`config.mk`:
```
export PLATFORM = sky130hd
export DESIGN_NAME = bus_master_arbiter
export DESIGN_NICKNAME = d
export VERILOG_FILES = /design/src/rtl/bus_master_arbiter_pkg.sv /design/src/rtl/bus_master_mux.sv /design/src/rtl/bus_master_arbiter.sv
export SDC_FILE = /design/constraint.sdc
export NUM_CORES = 1
export LEC_CHECK = 0
export CAP_MARGIN = 20
export CORE_AREA = 4 4 168 170
export CTS_CLUSTER_SIZE = 24
export DETAILED_ROUTE_END_ITERATION = 7
export DIE_AREA = 0 0 172 174
export GPL_ROUTABILITY_DRIVEN = 1
export SYNTH_ARGS = -nofsm -noshare
export SYNTH_HDL_FRONTEND = slang
export SYNTH_SLANG_ARGS = --single-unit
export TNS_END_PERCENT = 5
```
`constraint.sdc`:
```
create_clock -name clk -period 5.9 [get_ports clk]
set_clock_uncertainty 0.15 [all_clocks]
set_input_delay 1.18 -clock clk [delete_from_list [all_inputs] [get_ports clk]]
set_output_delay 1.18 -clock clk [all_outputs]
set_load 0.02 [all_outputs]
```
`src/rtl/bus_master_arbiter_pkg.sv`:
```
// Shared definitions for the two-master bus arbiter: state encoding and
// default bus widths matching the system Bus master port.
package bus_master_arbiter_pkg;

    localparam int ADDR_W_DEF = 16;
    localparam int DATA_W_DEF = 64;

    typedef enum logic [1:0] {
        ST_IDLE = 2'b00,
        ST_GNT0 = 2'b01,
        ST_GNT1 = 2'b10
    } arb_state_t;

endpackage

```
`src/rtl/bus_master_mux.sv`:
```
// Combinational request/data steering between the two masters and the Bus
// master port. The arbiter state alone selects the path; nothing is
// registered here, so the Bus data timing passes through unchanged.
module bus_master_mux
    import bus_master_arbiter_pkg::*;
#(
    parameter int ADDR_W = ADDR_W_DEF,
    parameter int DATA_W = DATA_W_DEF
) (
    input  logic [1:0]        i_state,
    input  logic              i_m0_req,
    input  logic              i_m0_wr,
    input  logic [ADDR_W-1:0] i_m0_addr,
    input  logic [DATA_W-1:0] i_m0_dout,
    input  logic              i_m1_req,
    input  logic              i_m1_wr,
    input  logic [ADDR_W-1:0] i_m1_addr,
    input  logic [DATA_W-1:0] i_m1_dout,
    input  logic [DATA_W-1:0] i_b_din,
    output logic              o_b_req,
    output logic              o_b_wr,
    output logic [ADDR_W-1:0] o_b_addr,
    output logic [DATA_W-1:0] o_b_dout,
    output logic [DATA_W-1:0] o_m0_din,
    output logic [DATA_W-1:0] o_m1_din
);

    // Route the granted master onto the Bus; everything is zero when idle.
    always_comb begin
        o_b_req  = 1'b0;
        o_b_wr   = 1'b0;
        o_b_addr = '0;
        o_b_dout = '0;
        o_m0_din = '0;
        o_m1_din = '0;
        if (i_state == ST_GNT0) begin
            o_b_req  = i_m0_req;
            o_b_wr   = i_m0_wr;
            o_b_addr = i_m0_addr;
            o_b_dout = i_m0_dout;
            o_m0_din = i_b_din;
        end else if (i_state == ST_GNT1) begin
            o_b_req  = i_m1_req;
            o_b_wr   = i_m1_wr;
            o_b_addr = i_m1_addr;
            o_b_dout = i_m1_dout;
            o_m1_din = i_b_din;
        end
    end

endmodule

```
`src/rtl/bus_master_arbiter.sv`:
```
// Two-master arbiter in front of the Bus master port. Round-robin on ties,
// the holder keeps the bus while requesting, and a tenure limit forces a
// handover when the other master has been waiting (MAX_HOLD = 0 disables it).
module bus_master_arbiter
    import bus_master_arbiter_pkg::*;
#(
    parameter int ADDR_W   = ADDR_W_DEF,
    parameter int DATA_W   = DATA_W_DEF,
    parameter int MAX_HOLD = 16
) (
    input  logic              clk,
    input  logic              reset,
    input  logic              m0_req,
    input  logic              m0_wr,
    input  logic [ADDR_W-1:0] m0_addr,
    input  logic [DATA_W-1:0] m0_dout,
    output logic              m0_grant,
    output logic [DATA_W-1:0] m0_din,
    input  logic              m1_req,
    input  logic              m1_wr,
    input  logic [ADDR_W-1:0] m1_addr,
    input  logic [DATA_W-1:0] m1_dout,
    output logic              m1_grant,
    output logic [DATA_W-1:0] m1_din,
    output logic              b_req,
    output logic              b_wr,
    output logic [ADDR_W-1:0] b_addr,
    output logic [DATA_W-1:0] b_dout,
    input  logic [DATA_W-1:0] b_din
);

    // With MAX_HOLD = 0 the counter is unused; keep it one bit wide so the
    // declaration stays legal.
    localparam int CNT_W = (MAX_HOLD > 0) ? $clog2(MAX_HOLD + 1) : 1;
    localparam logic [CNT_W-1:0] HOLD_LAST = CNT_W'((MAX_HOLD > 0) ? MAX_HOLD - 1 : 0);

    arb_state_t       r_state;
    arb_state_t       w_next_state;
    logic             r_last;
    logic [CNT_W-1:0] r_hold_cnt;
    logic             w_hold_expired;
    logic             w_state_change;

    assign w_hold_expired = (MAX_HOLD > 0) && (r_hold_cnt == HOLD_LAST);
    assign w_state_change = (w_next_state != r_state);

    // State register.
    always_ff @(posedge clk) begin
        if (reset) begin
            r_state <= ST_IDLE;
        end else begin
            r_state <= w_next_state;
        end
    end

    // Next-state: tie-break against the last master served, direct handover
    // when the holder releases, preemption once the tenure limit is reached.
    always_comb begin
        w_next_state = r_state;
        case (r_state)
            ST_IDLE: begin
                if (m0_req && m1_req) begin
                    w_next_state = r_last ? ST_GNT0 : ST_GNT1;
                end else if (m0_req) begin
                    w_next_state = ST_GNT0;
                end else if (m1_req) begin
                    w_next_state = ST_GNT1;
                end
            end
            ST_GNT0: begin
                if (!m0_req) begin
                    w_next_state = m1_req ? ST_GNT1 : ST_IDLE;
                end else if (m1_req && w_hold_expired) begin
                    w_next_state = ST_GNT1;
                end
            end
            ST_GNT1: begin
                if (!m1_req) begin
                    w_next_state = m0_req ? ST_GNT0 : ST_IDLE;
                end else if (m0_req && w_hold_expired) begin
                    w_next_state = ST_GNT0;
                end
            end
            default: w_next_state = ST_IDLE;
        endcase
    end

    // Tenure counter: restarts on every grant change, saturates at the limit.
    always_ff @(posedge clk) begin
        if (reset) begin
            r_hold_cnt <= '0;
        end else if (w_state_change || r_state == ST_IDLE) begin
            r_hold_cnt <= '0;
        end else if (r_hold_cnt != HOLD_LAST) begin
            r_hold_cnt <= r_hold_cnt + CNT_W'(1);
        end
    end

    // Remember which master was most recently granted for tie-breaking.
    always_ff @(posedge clk) begin
        if (reset) begin
            r_last <= 1'b1;
        end else if (w_state_change && w_next_state == ST_GNT0) begin
            r_last <= 1'b0;
        end else if (w_state_change && w_next_state == ST_GNT1) begin
            r_last <= 1'b1;
        end
    end

    assign m0_grant = (r_state == ST_GNT0);
    assign m1_grant = (r_state == ST_GNT1);

    bus_master_mux #(
        .ADDR_W (ADDR_W),
        .DATA_W (DATA_W)
    ) u_mux (
        .i_state   (r_state),
        .i_m0_req  (m0_req),
        .i_m0_wr   (m0_wr),
        .i_m0_addr (m0_addr),
        .i_m0_dout (m0_dout),
        .i_m1_req  (m1_req),
        .i_m1_wr   (m1_wr),
        .i_m1_addr (m1_addr),
        .i_m1_dout (m1_dout),
        .i_b_din   (b_din),
        .o_b_req   (b_req),
        .o_b_wr    (b_wr),
        .o_b_addr  (b_addr),
        .o_b_dout  (b_dout),
        .o_m0_din  (m0_din),
        .o_m1_din  (m1_din)
    );

endmodule

```
==> flow_summary.ini <==
[run_status]
status = complete, no violations

[setup_path]
cp_slowest_cell = clkdlybuf4s50_1
arrival_ns = 2.78
worstPathMaxFanout = 46
end_kind = primary output
critPathKind = flop to primary output
required_ns = 4.57
max_stage_delay_ns = 0.62
cp_cell_sequence = nor2b_4, buf_4, a22o_1, clkdlybuf4s50_1
start_kind = flop

[synthesis]
syn_inst = 296
syn_nets = 528
ys_seq_area_share_pct = 7.40
syn_area_per_cell_sq_um = 7.31
ys_types = 30
synth_warnings = 0
ys_ff_latch = 8
syn_area_sq_mm = 0.00216

[sta]
min_period_ns = 4.11
slew_headroom_pct = 45.0
finalCritPeriodShare_pct = 69.7
hold_viol = 0
setup_viol = 0
max_freq_ghz = 0.243
rsz0062_at_grt = false
whs_ns = 0.389
worst_slack_ns = 1.79
worst_pin_slew_ns = 0.826
slew_viol_final = 0
fin_tns_setup_ns = 0

[job]
drv_cap = 0

[clocking]
cts_setup_buffers = 0
clock_latency_ns = 0.23
clk_pin_slew_ns = 0.04
htreeDepth = 1
cts_root_buf = clkbuf_16
cts_hold_buf = 0
cts_sinks = 8
cts_buffers = 3
cts_resized = 0
cts_max_path_buffers = 2
cts_tree = done

[floorplan]
start_util_pct = 8.10
io_pins = 442
die_height_um = 174
core-area_sq_mm = 0.0267
die_area_sq_mm = 0.0299
die_x_um = 172
row_count = 60

[grt]
grt_overflow = 0
gr-usage-met1_pct = 12.0
antenna_found_initial = 0
grt-busiest-layer = met2
grt_pass1_wl_mm = 23.2
met2_usage_pct = 17.8
grt_pass1_vias = 3776
grt_util_met3_pct = 2.18
grt_max_degree = 81
globalRouteTotalUtil_pct = 9.70

[route]
post-route-drc-count = 0
postRouteAntennaNets = 0
avgViaCountPerCell = 3.60
vias = 3785
first_iter_violations = 109
wire_per_inst_um = 15.7
drt-total-wl_mm = 16.5
dr.pass1.iters = 4

[cells_and_area]
fill_cells = 2893
final_cell_mix = clkdlybuf4s50_1, and2_1, a22o_1
syn_to_final_growth_pct = 221
diodes = 0
final_common_cell = clkdlybuf4s50_1
drive_above_1_share_pct = 1.27
layout.nets = 943

[placement]
dp_hpwl_mm = 14.0
pre_cts_ws_ns = 2.01
io_buffer_count = 441
place_congestion = 0.798

[power]
p_sw_mw = 0.247
intPower_mw = 0.450
clock_power_share_pct = 16.4
p_leak_nw = 2.54
seq_power_share_pct = 8.6
peakVddDrop_mv = 0.0715
p_per_area_mw_per_mm2 = 100
sw_frac_of_total_pct = 35.4
combPwrFrac_pct = 75.0

[hold_path]
holdCritPathClass = flop to flop
## per-layer routing
layer,part of all wire [%],wire [um],vias up
met5,0,0,-
met4,0.39,64,0
met3,9.8,1610,7
met2,50,8260,213
met1,40,6560,1677
li1,-,-,1888
## power by group through the flow
stage / Clock (mW) / Sequential [mW] / Combinational (mW)
2_1_floorplan: 0 / 0.0591 / 0.203
3_3_place_gp: 0 / 0.0606 / 0.526
3_5_place_dp: 0 / 0.0607 / 0.527
4_1_cts: 0.117 / 0.0598 / 0.529
5_1_grt: 0.121 / 0.0602 / 0.554
6_report: 0.115 / 0.0599 / 0.523
## final timing paths
kind | from | end | slack, ns | cells past startpoint
setup / recovery | r_state[1]$_SDFF_PP0_ | b_dout[22] | 1.79 | 4
hold / removal | r_hold_cnt[4]$_SDFFE_PP0P_ | r_hold_cnt[4]$_SDFFE_PP0P_ | 0.39 | 2
setup reg to reg | r_state[0]$_SDFF_PP0_ | r_hold_cnt[0]$_SDFFE_PP0P_ | 3.61 | 4
hold reg to reg | r_hold_cnt[4]$_SDFFE_PP0P_ | r_hold_cnt[4]$_SDFFE_PP0P_ | 0.39 | 2
## state kept, by name, indices dropped and copies added, names as in the netlist
signal,flops
r_state,2
r_hold_cnt,5
r_last,1
## worst max-delay path: cells and delay by family, from the launching register on
kind / cells / cell delay, ns
AOI/OAI and AO/OA: 1 / 0.26
buffers and inverters: 2 / 1.15
DFF: 1 / 0.49
and+or+nand+nor: 1 / 0.61
## metrics by stage
| step | cells | instance area [sq um] | utilization [%] | power (mW) |
|---|---|---|---|---|
| final | 1050 | 6950 | 26.0 | 0.698 |
| after detailed placement | 1047 | 6880 | 25.7 | 0.588 |
| after floorplan | 296 | 2160 | - | 0.263 |
| after global routing | 1050 | 6950 | 26.0 | 0.736 |
| after global placement | 1047 | 6880 | 25.7 | 0.587 |
| after CTS | 1050 | 6950 | 26.0 | 0.705 |
## synthesized netlist by cell type
cell type	count	share of area, %
nor2b_1	4	1.2
o32a_1	1	0.46
and3_1	1	0.29
a22o_1	81	33
nor2_1	2	0.35
a31oi_1	1	0.29
a21oi_1	3	0.69
o211ai_1	3	1.0
and2_1	128	37
mux2i_1	1	0.46
nand4b_1	1	0.40
clkbuf_1	5	0.87
xor2_1	2	0.81
nor3b_1	1	0.35
buf_4	6	2.1
a221o_1	1	0.46
nand2_1	5	0.87
buf_2	16	3.7
and2b_1	1	0.35
o21ai_0	2	0.46
a211oi_1	5	1.7
xnor2_1	1	0.40
dfxtp_1	8	7.4
a32oi_2	1	0.75
clkbuf_2	7	1.6
inv_1	4	0.69
nor2b_4	1	0.64
nand3b_1	1	0.35
o31a_1	1	0.40
ha_1	2	1.2
## cell type report
cell class | instances | area [sq um] | share of cell area, %
clock buffer | 3 | 75.1 | 1.08
inverter | 4 | 15.0 | 0.216
multi-input combinational | 250 | 1810 | 26.1
sequential | 8 | 160 | 2.30
tap | 341 | 427 | 6.14
timing repair buffer | 444 | 4460 | 64.2
## cell families (layout without fill, tap and decap cells)
| kind of cell | count (synthesis) | after routing | synth area share [%] |
|---|---|---|---|
| and+or+nand+nor | 145 | 145 | 41.7 |
| adders and majority gates | 2 | 2 | 1.16 |
| xor gates and xnor gates | 3 | 3 | 1.21 |
| AOI/OAI and AO/OA | 99 | 99 | 39.1 |
| muxes | 1 | 1 | 0.462 |
| buffers and inverters | 38 | 451 | 8.96 |
| DFF | 8 | 8 | 7.40 |
(Power assumes the default switching activity.)
